[src/rtl/rng_pkg.sv]
`default_nettype none
// ============================================================================
//  Module      : rng_pkg
//  Description : Shared types and constants for the RNG card datapath:
//                FSM state encoding, control-path state values, deck
//                geometry and the 16-bit LFSR tap mask.
//  Revision    : 1.0 - initial release
// ============================================================================
package rng_pkg;

  // Datapath FSM state encoding (2-bit, fixed values)
  typedef enum logic [1:0] {
    ST_IDLE    = 2'd0,
    ST_DRAW    = 2'd1,
    ST_CHECK   = 2'd2,
    ST_PRESENT = 2'd3
  } state_t;

  // Upstream control-path states as seen on state_i
  localparam logic CP_IDLE = 1'b0;
  localparam logic CP_SEND = 1'b1;

  // Deck geometry
  localparam int DECK_SIZE = 52;
  localparam int RANKS     = 13;

  // x^16 + x^14 + x^13 + x^11 + 1 -> state bits 15, 13, 12, 10
  localparam int          LFSR_W    = 16;
  localparam logic [15:0] LFSR_TAPS = 16'hB400;

  // Fibonacci feedback bit: XOR of the tapped state bits
  function automatic logic lfsr_feedback(input logic [15:0] s);
    return ^(s & LFSR_TAPS);
  endfunction

endpackage
`default_nettype wire

[src/rtl/rng_lfsr16.sv]
`default_nettype none
// ============================================================================
//  Module      : rng_lfsr16
//  Description : Free-running 16-bit Fibonacci LFSR. Shifts every cycle out
//                of reset. A zero seed would lock the register, so it is
//                replaced by 16'h0001.
//  Revision    : 1.0 - initial release
// ============================================================================
module rng_lfsr16 #(
  parameter logic [15:0] SEED = 16'hACE1
) (
  input  logic        clk_i,
  input  logic        rst_i,
  output logic [15:0] lfsr_o
);
  import rng_pkg::*;

  localparam logic [15:0] C_SEED = (SEED == 16'h0000) ? 16'h0001 : SEED;

  logic [15:0] r_lfsr;

  // Shift left every cycle, feedback enters at bit 0
  always_ff @(posedge clk_i or negedge rst_i) begin
    if (!rst_i) begin
      r_lfsr <= C_SEED;
    end else begin
      r_lfsr <= {r_lfsr[14:0], lfsr_feedback(r_lfsr)};
    end
  end

  assign lfsr_o = r_lfsr;

endmodule
`default_nettype wire

[src/rtl/rng_card_datapath.sv]
`default_nettype none
// ============================================================================
//  Module      : rng_card_datapath
//  Description : Card dealer behind the RNG control path. A rising edge on
//                state_i (IDLE->SEND) samples the LFSR, folds it into a deck
//                index, linear-probes the dealt mask for a free card and
//                presents it with a valid/ack handshake. No card repeats
//                until a shuffle.
//  Options     : RNG_AUTO_SHUFFLE_EN - a request against an empty deck
//                reshuffles and deals instead of raising empty_err_o.
//  Revision    : 1.0 - initial release
// ============================================================================
module rng_card_datapath #(
  parameter logic [15:0] SEED      = 16'hACE1,
  parameter int          DECK_SIZE = 52,
  parameter int          RANKS     = 13
) (
  input  logic       clk_i,
  input  logic       rst_i,
  input  logic       state_i,
  input  logic       shuffle_i,
  input  logic       card_ack_i,
  output logic [5:0] card_o,
  output logic [1:0] suit_o,
  output logic [3:0] rank_o,
  output logic       card_valid_o,
  output logic       busy_o,
  output logic [5:0] cards_left_o,
  output logic       deck_empty_o,
  output logic       empty_err_o
);
  import rng_pkg::*;

  // Parameter legality: 6-bit index and a 4-suit deck
  if (DECK_SIZE > 64 || DECK_SIZE != 4 * RANKS || RANKS > 16) begin : g_param_err
    $error("rng_card_datapath: DECK_SIZE must be <= 64 and equal 4*RANKS");
  end

  localparam logic [5:0] C_DECK = 6'(DECK_SIZE);
  localparam logic [5:0] C_LAST = 6'(DECK_SIZE - 1);
  localparam logic [5:0] C_R1   = 6'(RANKS);
  localparam logic [5:0] C_R2   = 6'(2 * RANKS);
  localparam logic [5:0] C_R3   = 6'(3 * RANKS);

  // --------------------------------------------------------------------------
  // Random source
  // --------------------------------------------------------------------------
  logic [15:0] w_lfsr;
  logic        w_lfsr_unused;

  rng_lfsr16 #(
    .SEED (SEED)
  ) u_lfsr (
    .clk_i  (clk_i),
    .rst_i  (rst_i),
    .lfsr_o (w_lfsr)
  );

  // Only the low six bits feed the index fold
  assign w_lfsr_unused = ^w_lfsr[15:6];

  // --------------------------------------------------------------------------
  // Registers
  // --------------------------------------------------------------------------
  state_t                 r_state;
  logic                   r_state_q;
  logic [DECK_SIZE-1:0]   r_mask;
  logic [5:0]             r_left;
  logic [5:0]             r_cand;
  logic [5:0]             r_card;
  logic [1:0]             r_suit;
  logic [3:0]             r_rank;
  logic                   r_valid;
  logic                   r_busy;
  logic                   r_err;

  // --------------------------------------------------------------------------
  // Combinational helpers
  // --------------------------------------------------------------------------
  logic       w_req;
  logic [5:0] w_fold;
  logic [5:0] w_next_probe;
  logic       w_taken;
  logic [1:0] w_suit;
  logic [5:0] w_rem;
  logic [3:0] w_rank;

  // Draw request is the IDLE->SEND edge of the control path
  assign w_req = (state_i == CP_SEND) && (r_state_q == CP_IDLE);

  // Fold the 0..63 sample into 0..DECK_SIZE-1 (low indices slightly favoured)
  assign w_fold = (w_lfsr[5:0] >= C_DECK) ? (w_lfsr[5:0] - C_DECK) : w_lfsr[5:0];

  // Linear probe wraps from the last card back to card 0
  assign w_next_probe = (r_cand == C_LAST) ? 6'd0 : (r_cand + 6'd1);

  assign w_taken = r_mask[r_cand];

  // Suit/rank decode of the candidate by compare-subtract (no divider)
  always_comb begin
    w_suit = 2'd0;
    w_rem  = r_cand;
    if (r_cand >= C_R3) begin
      w_suit = 2'd3;
      w_rem  = r_cand - C_R3;
    end else if (r_cand >= C_R2) begin
      w_suit = 2'd2;
      w_rem  = r_cand - C_R2;
    end else if (r_cand >= C_R1) begin
      w_suit = 2'd1;
      w_rem  = r_cand - C_R1;
    end
    w_rank = 4'(w_rem + 6'd1);
  end

  // Previous control-path state for edge detection
  always_ff @(posedge clk_i or negedge rst_i) begin
    if (!rst_i) begin
      r_state_q <= CP_IDLE;
    end else begin
      r_state_q <= state_i;
    end
  end

  // Dealer FSM: request/shuffle handling, fold, probe and present
  always_ff @(posedge clk_i or negedge rst_i) begin
    if (!rst_i) begin
      r_state <= ST_IDLE;
      r_mask  <= '0;
      r_left  <= C_DECK;
      r_cand  <= 6'd0;
      r_card  <= 6'd0;
      r_suit  <= 2'd0;
      r_rank  <= 4'd0;
      r_valid <= 1'b0;
      r_busy  <= 1'b0;
      r_err   <= 1'b0;
    end else begin
      r_err <= 1'b0;
      case (r_state)
        ST_IDLE: begin
          // Shuffle takes effect first so a same-cycle request sees a full deck
          if (shuffle_i) begin
            r_mask <= '0;
            r_left <= C_DECK;
          end
          if (w_req) begin
            if (shuffle_i || (r_left != 6'd0)) begin
              r_state <= ST_DRAW;
              r_busy  <= 1'b1;
            end else begin
`ifdef RNG_AUTO_SHUFFLE_EN
              r_mask  <= '0;
              r_left  <= C_DECK;
              r_state <= ST_DRAW;
              r_busy  <= 1'b1;
`else
              r_err   <= 1'b1;
`endif
            end
          end
        end

        ST_DRAW: begin
          r_cand  <= w_fold;
          r_state <= ST_CHECK;
        end

        ST_CHECK: begin
          // At least one card is free on entry, so this loop always ends
          if (!w_taken) begin
            r_mask[r_cand] <= 1'b1;
            if (r_left != 6'd0) begin
              r_left <= r_left - 6'd1;
            end
            r_card  <= r_cand;
            r_suit  <= w_suit;
            r_rank  <= w_rank;
            r_valid <= 1'b1;
            r_state <= ST_PRESENT;
          end else begin
            r_cand <= w_next_probe;
          end
        end

        ST_PRESENT: begin
          // Card fields are left holding the last dealt card after ack
          if (card_ack_i) begin
            r_valid <= 1'b0;
            r_busy  <= 1'b0;
            r_state <= ST_IDLE;
          end
        end

        default: begin
          r_state <= ST_IDLE;
          r_valid <= 1'b0;
          r_busy  <= 1'b0;
        end
      endcase
    end
  end

  // --------------------------------------------------------------------------
  // Outputs
  // --------------------------------------------------------------------------
  assign card_o       = r_card;
  assign suit_o       = r_suit;
  assign rank_o       = r_rank;
  assign card_valid_o = r_valid;
  assign busy_o       = r_busy;
  assign cards_left_o = r_left;
  assign deck_empty_o = (r_left == 6'd0);
`ifdef RNG_AUTO_SHUFFLE_EN
  assign empty_err_o  = 1'b0;
`else
  assign empty_err_o  = r_err;
`endif

endmodule
`default_nettype wire
[config.mk]
export PLATFORM = sky130hd
export DESIGN_NAME = rng_card_datapath
export DESIGN_NICKNAME = d
export VERILOG_FILES = /design/src/rtl/rng_pkg.sv /design/src/rtl/rng_lfsr16.sv /design/src/rtl/rng_card_datapath.sv
export SDC_FILE = /design/constraint.sdc
export NUM_CORES = 1
export LEC_CHECK = 0
export CELL_PAD_IN_SITES_DETAIL_PLACEMENT = 1
export CELL_PAD_IN_SITES_GLOBAL_PLACEMENT = 1
export CORE_MARGIN = 2
export CORE_UTILIZATION = 43
export DETAILED_ROUTE_END_ITERATION = 12
export PLACE_DENSITY_LB_ADDON = 0.1
export SLEW_MARGIN = 15
export SYNTH_ARGS = -nofsm -noshare
export SYNTH_HDL_FRONTEND = slang
export SYNTH_SLANG_ARGS = --single-unit
[constraint.sdc]
create_clock -name clk_i -period 2.6 [get_ports clk_i]
set_input_delay 0.39 -clock clk_i [delete_from_list [all_inputs] [get_ports clk_i]]
set_output_delay 0.39 -clock clk_i [all_outputs]
set_load 0.01 [all_outputs]
# After elaboration in Yosys (flattened, before gate mapping)
# Cells that the tools add are included.
[op_classes]
addsub = 7
muxes = 35
reduce_logical = 18
bitwise_logic = 3
n_eq_ne = 11
order_cmp = 6
[op_table]
columns = ["op", "count"]
rows = [
  ["2-to-1 mux 52 bit", 2],
  ["one-hot mux 52 bit (2 select lines)", 1],
  ["bitwise OR 52 bit", 1],
  ["2-to-1 mux 6 bit", 6],
  ["one-hot mux 6 bit (2 select lines)", 2],
  ["parity 16 bit", 1],
  ["!= test 2 bit (second input constant)", 7],
  [">= comparator 6 bit (second input constant)", 2],
  ["2-to-1 mux 2 bit", 6],
  ["2-to-1 mux 4 bit", 3],
  ["AND reduction 4 bit", 3],
  ["2-to-1 mux 1 bit", 10],
  ["one-hot mux 2 bit (4 select lines)", 1],
  ["nonzero test 2 bit", 4],
  ["subtractor 4 bit (second input constant)", 2],
  ["less-than comparator 6 x 7 -> 1 bit (second input constant)", 1],
  ["adder 6 x 1 -> 6 bit (second input constant)", 1],
  ["binary-select mux 1 bit (select 6 bit)", 1],
  ["demux 1 bit (select 6 bit)", 1],
  ["equality test 6 bit (second input constant)", 1],
  [">= comparator 6 x 1 -> 1 bit (second input constant)", 1],
  [">= comparator 6 x 4 -> 1 bit (second input constant)", 1],
  [">= comparator 6 x 5 -> 1 bit (second input constant)", 1],
  ["zero test 6 bit", 1],
  ["14 further kinds", 20],
]
[word_totals]
inputBits = 5
elab_cells = 92
ff_bits = 98
output_inout_bits = 22

# Longest topological paths before layout
# Gate-level depths: netlist of the first run.
[logic_depth]
depth_word = 7
ltp_mapped = 12
mapped_depth_nobuf = 10

# Cells and area by module
# From an unflattened synthesis of the first run, not the netlist that was laid out.
[unflattened]
cells_unflattened = 475
hier_area_um2 = 4938.5
[modules_own_cells]
columns = ["mod", "seq_area_each_um2", "area_per_inst_um2", "instances", "cells_each"]
rows = [
  ["rng_card_datapath", 2055.7, 4501.8, 1, 456],
  ["rng_lfsr16", 410.4, 436.7, 1, 19],
]

# Worst setup path after synthesis of the first run
# OpenSTA, ideal clock, no wires.
[synth_timing]
path_kind = "register to register"
startpoint = "register r_cand[0]"
endpoint = "register r_rank[1] (netlist: rank_o[1])"
path_buffers = 2
path_stages_with_launch = 12
t_arrival_ns = 2.632
setup_time_ns = 0.125
path_slack_ns = -0.156
required_ns = 2.475
period_less_slack_ns = 2.756
path_cell_list = "dfrtp_1 > buf_6 > clkbuf_1 > inv_1 > ha_1 > o311ai_0 > and2_1 > a21boi_0 > xnor2_1 > inv_1 > ha_1 > mux2_2"
[synth_between]
elab_chain_len = 5
[synth_rtl]
columns = ["item", "line_no", "source"]
rows = [
  ["start, declared", "rng_card_datapath.sv:69", "logic [5:0] r_cand;"],
  ["start signal, assigned", "rng_card_datapath.sv:165", "r_cand <= w_fold;"],
  ["start signal, assigned", "rng_card_datapath.sv:182", "r_cand <= w_next_probe;"],
  [">= comparator 6 x 4 -> 1 bit or subtractor 4 bit (tied branches)", "rng_card_datapath.sv:109, rng_card_datapath.sv:111", ""],
  ["2-to-1 mux 4 bit", "rng_card_datapath.sv:109", "end else if (r_cand >= C_R1) begin"],
  ["2-to-1 mux 4 bit", "rng_card_datapath.sv:106", "end else if (r_cand >= C_R2) begin"],
  ["2-to-1 mux 4 bit (*)", "rng_card_datapath.sv:103", "if (r_cand >= C_R3) begin"],
  ["adder 4 x 1 -> 4 bit (*)", "rng_card_datapath.sv:113", "w_rank = 4'(w_rem + 6'd1);"],
  ["net w_rank[1]", "rng_card_datapath.sv:86", "logic [3:0] w_rank;"],
  ["end signal, assigned", "rng_card_datapath.sv:178", "r_rank <= w_rank;"],
  ["end, declared", "rng_card_datapath.sv:72", "logic [3:0] r_rank;"],
]
# Mark *: on every way through the listed nets, which the timed path passes. The rest lies on a longest branch. The select of a mux whose other input is x is not followed.
# A chain may end at the register's enable or synchronous reset.

# Worst setup path after layout of the first run
[layout_timing]
startpoint = "register r_cand[1]"
endpoint = "register r_left[4] (netlist: cards_left_o[4])"
[layout_between]
elab_chain_len = 4
[layout_rtl]
columns = ["item", "line_no", "source"]
rows = [
  ["binary-select mux 1 bit (select 6 bit)", "rng_card_datapath.sv:97", "assign w_taken = r_mask[r_cand];"],
  ["2-to-1 mux 1 bit (not written as such)", "rng_card_datapath.sv:97", ""],
  ["!= test 2 bit (no source line)", "--", ""],
  ["AND reduction 4 bit (no source line)", "--", ""],
  ["end signal, assigned", "rng_card_datapath.sv:174", "r_left <= r_left - 6'd1;"],
  ["end, declared", "rng_card_datapath.sv:68", "logic [5:0] r_left;"],
]
# No other way between the ends. The select of a mux whose other input is x is not followed.

==> flow_metrics.env, run 1 <==
export IMPL_drv_slew=0
export IMPL_synth_simple_area_share_pct=13.25
export IMPL_die_w_um=111.6
export IMPL_status="completed"
export IMPL_gr_total_overflow=0
export IMPL_yosysWarnings=0
export IMPL_p_clk_share_pct=22.5
export IMPL_cts_tree="done"
export IMPL_htreeDepth=3
export IMPL_finalSetupViolations=0
export IMPL_finalSetupTns_ps=0
export IMPL_synth_main_ff_cell="dfrtp_1"
export IMPL_grt_pass1_vias=4168
export IMPL_swShare_pct=39.32
export IMPL_clockBufferDepth=2
export IMPL_path_class="register to register"
export IMPL_yosysTopAreaCell="dfrtp_1"
export IMPL_start_kind="register"
export IMPL_synth_top_family_by_area="compound AO/OA/AOI/OAI gates"
export IMPL_internal_power_mw=4.213
export IMPL_viasPerCell=5.858
export IMPL_final_cells=671
export IMPL_ys_types=59
export IMPL_fin_hold_ws_ps=62.84
export IMPL_die_area_um2=12450
export IMPL_hold_buffers=0
export IMPL_cts_buffers=9
export IMPL_required_ps=2860
export IMPL_finalHoldViolCount=0
export IMPL_dp_cells=655
export IMPL_syn_area_per_cell_um2=10.52
export IMPL_ys_seq_area_share_pct=49.57
export IMPL_p_per_area_nw_per_um2=1153
export IMPL_grt_pass1_wl_um=22700
export IMPL_final_setup_skew_ps=7.582
export IMPL_clkLatencyLatePin_ps=350
export IMPL_antenna_found_initial=0
export IMPL_rsz0062_at_grt="no"
export IMPL_r2r_slack_ps=130
export IMPL_start_util_pct=43.75
export IMPL_antennaDiodeCount=0
export IMPL_grt_usage_pct=23.37
export IMPL_layout_drive_gt1_share_pct=20.27
export IMPL_crit_path_max_fanout=25
export IMPL_drtIter0Drc=204
export IMPL_period_minus_slack_ps=2473
export IMPL_io_buffers=26
export IMPL_die_y_um=111.6
export IMPL_synthMuxAreaShare_pct=7.721
export IMPL_synth_compound_area_share_pct=18.76
export IMPL_synth_xor_area_share_pct=1.408
export IMPL_drc=0
export IMPL_synth_enable_flop_cells=0
export IMPL_path_clk_slew_ps=70
export IMPL_leakage_nw=2.676
export IMPL_synthesis_area_um2=4975
export IMPL_tightest_slew_ps=900.0
export IMPL_area_growth_pct=21.00
export IMPL_post_cts_buffers=0
export IMPL_drv_cap=0
export IMPL_vias=3931
export IMPL_gp_congestion=0.9080
export IMPL_end_kind="register"
export IMPL_pwr_share_comb_pct=48.2
export IMPL_numClockSinks=98
export IMPL_wl_per_cell_um=20.68
export IMPL_routed_wl_um=13870
export IMPL_ant_nets=0
export IMPL_seq_power_share_pct=29.3
export IMPL_dp_hpwl_um=9893
export IMPL_drt_pass1_iter_count=4
export IMPL_slew_headroom_pct=39.78
export IMPL_ys_top_cells_by_area="dfrtp_1 44%, dfstp_2 5.8%, mux2i_1 4.6%"
export IMPL_yosys_area_share_adder_pct=4.527
export IMPL_synth_nets=496
export IMPL_power_switching_mw=2.730
export IMPL_syn_inst=473
export IMPL_cts_root_buf="clkbuf_16"
export IMPL_grt_max_degree=53
export IMPL_fill_cells=1248
export IMPL_synth_seq_cells=98
export IMPL_final_nets=546
export IMPL_clock_fmax_mhz=404.3
export IMPL_min_period_over_period_pct=95.12
export IMPL_cp_arrival_ps=2740
export IMPL_yosys_area_top_type_share_pct=43.76
export IMPL_rows=39
export IMPL_ir_drop_mv=0.5406
export IMPL_hp_class="primary input to async pin"
export IMPL_pin_count=27
export IMPL_core_area_um2=11370
export IMPL_postSynth_asyncResetShare_pct=100.0
final timing paths:
path	from	endpoint	cells past startpoint
setup reg to reg	r_cand[1]	cards_left_o[4]	9
max in group asynchronous	rst_i	r_mask[29]	2
hold / removal	rst_i	r_mask[36]	1
min in group clk_i	u_lfsr.lfsr_o[9]	u_lfsr.lfsr_o[10]	0
setup / recovery	r_cand[1]	cards_left_o[4]	9
hold reg to reg	u_lfsr.lfsr_o[9]	u_lfsr.lfsr_o[10]	0
state kept, by name, summed over array words and instances, names as in the netlist:
register / count
card_o: 6
r_state_q: 1
card_valid_o: 1
r_state: 2
cards_left_o: 6
busy_o: 1
u_lfsr.lfsr_o: 16
empty_err_o: 1
r_mask: 52
r_cand: 6
suit_o: 2
rank_o: 4
logic make-up after synthesis:
family	count (synthesis)
compound gates	128
buf+inv	54
simple gates	134
mux	33
xor+xnor	8
fa+ha+maj	18
flops	98
routing by layer:
layer	routed length (um)	track usage [%]	part of all wire, %
met1	6358	31.27	46
met2	6819	38.54	49
met3	404	3.974	2.9
met4	291	8.477	2.1
met5	0	0	0
per-stage QoR:
step / total power [mW] / worst slack [ps] / util [%] / cell area [um2]
6_report: 6.943 / 126.8 / 52.94 / 6020
5_1_grt: 7.380 / 4.138 / 52.94 / 6020
4_1_cts: 6.918 / 29.14 / 52.64 / 5984
3_5_place_dp: 5.331 / 10.44 / 49.54 / 5633
3_3_place_gp: 5.234 / 86.01 / 49.54 / 5633
2_1_floorplan: 3.996 / 71.94 / - / 4976
power by group through the flow:
stage | clock, mW | sequential [mW] | combinational, mW
detailed placement | 0 | 2.06 | 3.27
global route | 1.66 | 2.07 | 3.66
CTS | 1.59 | 2.03 | 3.30
global placement | 0 | 2.04 | 3.19
floorplan | 0 | 2.03 | 1.97
finish | 1.56 | 2.04 | 3.34
final cells by class:
| type | instances | area [um2] | area share (%) |
|---|---|---|---|
| clock buffers | 10 | 239.0 | 3.970 |
| clock inverters | 6 | 111.4 | 1.850 |
| inverters | 16 | 63.81 | 1.060 |
| multi-input cells | 321 | 2301 | 38.22 |
| flip-flops and latches | 98 | 2469 | 41.01 |
| well taps | 143 | 178.9 | 2.972 |
| repair buffers | 77 | 656.9 | 10.91 |
cell usage after synthesis (4+ instances only):
cell,n
a31oi_1,18
nor2b_1,6
inv_1,16
nand2_1,21
a22oi_1,8
a22o_1,15
clkbuf_1,16
xnor2_1,6
o21ai_0,17
nor2_1,50
dfrtp_1,87
nand2b_1,7
nand3_1,19
a21oi_1,24
nor3_1,4
buf_1,6
mux2_2,7
a32o_1,16
mux2i_1,23
buf_2,12
dfstp_2,11
ha_1,18
and2_1,7
and3_1,8
cells in the final DEF (no fill, tap or decap), drive strengths merged, types with 18 or more instances in the layout:
master,count
mux2i,23
clkdlybuf4s50,25
a21oi,24
nand3,19
ha,18
dfrtp,87
nor2,50
buf,52
o21ai,18
nand2,23
a31oi,19
critical path, cell delays in order (launching register included):
cell and delay (ps):
dfrtp_2 430, buf_12 230, mux2i_1 320, a22oi_1 110, nand3_1 120, a41oi_1 130, buf_4 190, or2_0 270
o311a_1 340, a211oi_1 210
timing repair:
item,in CTS,in global routing
pin swaps,0,0
gates resized for setup,1,11
endpoints found under the setup margin,2,51
gates cloned,0,0
(Power assumes the default switching activity.)
==> run 2: changes to the inputs <==
--- a/config.mk
+++ b/config.mk
@@ -5,6 +5,7 @@
 export SDC_FILE = /design/constraint.sdc
 export NUM_CORES = 1
 export LEC_CHECK = 0
+export CAP_MARGIN = 20
 export CELL_PAD_IN_SITES_DETAIL_PLACEMENT = 1
 export CELL_PAD_IN_SITES_GLOBAL_PLACEMENT = 1
 export CORE_MARGIN = 2
==> results of run 2 <==
Final layout, timing and power as in run 1 (identical DEF).
==> run 3: changes to the inputs <==
--- a/config.mk
+++ b/config.mk
@@ -9,8 +9,10 @@
 export CELL_PAD_IN_SITES_DETAIL_PLACEMENT = 1
 export CELL_PAD_IN_SITES_GLOBAL_PLACEMENT = 1
 export CORE_MARGIN = 2
-export CORE_UTILIZATION = 43
+export CORE_UTILIZATION = 45
+export CTS_BUF_LIST = sky130_fd_sc_hd__clkbuf_4
 export DETAILED_ROUTE_END_ITERATION = 12
+export GPL_TIMING_DRIVEN = 0
 export PLACE_DENSITY_LB_ADDON = 0.1
 export SLEW_MARGIN = 15
 export SYNTH_ARGS = -nofsm -noshare
==> run 3 against run 2 <==
Cell count increased by 0.15%. Count of clock-buffer cells in the layout increased by 1. Final area shrank 0.23%. Global-route usage rose by 3.2 points. Die area fell by 4.3%. Critical path depth is the same. Utilization grew 2.7 points. Power decreased by 3.8%.
==> flow_metrics.env, run 3 (synthesis gave the netlist of run 1 again) <==
export IMPL_layout_setup_ws_ps=16.91
export IMPL_grt_pass1_wl_um=23400
export IMPL_leakage_nw=2.591
export IMPL_largest_register_ffs=52
export IMPL_viasPerCell=6.004
export IMPL_p_per_area_nw_per_um2=1112
export IMPL_required_ps=2990
export IMPL_final_cell_mix="85 x dfrtp_1, 48 x nor2_1, 25 x clkdlybuf4s50_1"
export IMPL_end_kind="register"
export IMPL_clockBufferDepth=2
export IMPL_die_w_um=109.1
export IMPL_top_register="r_mask"
export IMPL_clkLatencyLatePin_ps=500
export IMPL_r2r_slack_ps=20
export IMPL_htreeDepth=3
export IMPL_r2r_end="rank_o[1]"
export IMPL_min_period_over_period_pct=99.35
export IMPL_path_clk_slew_ps=150
export IMPL_antenna_found_initial=0
export IMPL_ant_nets=0
export IMPL_finalSetupViolations=0
export IMPL_routed_top_layer="met4"
export IMPL_finalHoldViolCount=0
export IMPL_numClockSinks=98
export IMPL_gp_congestion=0.8389
export IMPL_power_total_mw=6.680
export IMPL_path_class="register to register"
export IMPL_start_kind="register"
export IMPL_gr_total_overflow=0
export IMPL_slew_headroom_pct=43.80
export IMPL_dr_wl_met3_um=752
export IMPL_grt_usage_pct=26.53
export IMPL_wl_per_cell_um=22.10
export IMPL_drt_pass1_iter_count=5
export IMPL_rr_startpoint="r_cand[0]"
export IMPL_rows=38
export IMPL_status="completed"
export IMPL_post_place_ws_ps=-507.6
export IMPL_drc=0
export IMPL_rsz0062_at_grt="yes"
export IMPL_layout_commonest_cell="dfrtp_1"
export IMPL_hp_class="primary input to async pin"
export IMPL_tightest_slew_ps=839.9
export IMPL_drv_cap=0
export IMPL_dp_hpwl_um=10050
export IMPL_die_y_um=109.1
export IMPL_routed_wl_um=14850
export IMPL_crit_path_max_fanout=6
export IMPL_final_nets=550
export IMPL_start_util_pct=46.09
export IMPL_wl_met2_um=7030
export IMPL_die_area_um2=11910
export IMPL_drv_slew=0
export IMPL_core_area_um2=10790
export IMPL_antennaDiodeCount=0
export IMPL_grt_max_degree=67
export IMPL_final_setup_skew_ps=25.33
export IMPL_rr_worst_depth=9
export IMPL_cts_root_buf="clkbuf_4"
export IMPL_clock_fmax_mhz=387.1
export IMPL_layout_drive_gt1_share_pct=21.62
export IMPL_ir_drop_mv=0.7321
export IMPL_drt_met1_wl_um=6791
export IMPL_cts_tree="done"
export IMPL_vias=4035
export IMPL_period_minus_slack_ps=2583
export IMPL_drtIter0Drc=228
export IMPL_pin_count=27
export IMPL_grt_pass1_vias=4159
export IMPL_cp_arrival_ps=2970
export IMPL_io_buffers=26
export IMPL_cts_buffers=9
export IMPL_area_growth_pct=20.72
run 3: worst max-delay path by stage:
stage / startpoint / endpoint / slack (ps) / cells past startpoint
2_1_floorplan: r_cand[0] / rank_o[1] / 70 / 11
3_3_place_gp: rst_i / r_mask[31] / -2460 / 1
3_5_place_dp: r_cand[1] / rank_o[1] / -510 / 11
4_1_cts: r_cand[0] / rank_o[1] / -60 / 11
5_1_grt: r_cand[0] / cards_left_o[4] / -90 / 10
6_report: r_cand[0] / rank_o[1] / 20 / 9
run 3: through the flow:
| stage | cells | instance area (um2) | TNS [ps] | hold slack, ps | util, % |
|---|---|---|---|---|---|
| final | 672 | 6006 | 0 | 346.7 | 55.65 |
| after global routing | 672 | 6006 | -1406 | 331.9 | 55.65 |
| after CTS | 664 | 5779 | -88.66 | 321.9 | 53.55 |
| after detailed placement | 640 | 5440 | -21880 | 301.2 | 50.41 |
| after global placement | 639 | 5411 | -244900 | 336.1 | 50.14 |
| after floorplan | 473 | 4976 | 0 | 94.41 | - |
run 3: critical path: stages, from the launching register on:
cell,delay (ps)
dfrtp_1,440
buf_4,160
ha_1,250
and2_1,220
o31ai_4,320
a21boi_2,300
xnor2_2,160
inv_1,90
ha_2,280
mux2_2,270
run 3: power by group:
group	switching [mW]	internal, mW
Combinational	2.20	1.61
Sequential	0.216	1.80
Clock	0.538	0.314
Total	2.96	3.72
run 3: cell type report:
class	count	area (um2)
tap	140	175.2
timing repair buffer	45	437.9
clock inverter	5	55.05
inverter	16	67.56
sequential	98	2469
fill	1148	4787
buffer	36	260.3
clock buffer	11	82.58
multi-input combinational	321	2459
run 3: routing by layer:
metal	global-route usage, %	up-vias
met5	0	-
met2	40.86	113
met3	4.782	20
met1	37.71	2081
met4	8.883	0
li1	-	1821
run 3: timing repair:
item | 4_1_cts | 5_1_grt
endpoints found under the setup margin | 78 | 75
pin swaps | 0 | 9
endpoints found under the hold margin | 25 | 0
buffers inserted | 7 | 10
hold buffers | 1 | 0
gates resized for setup | 37 | 47
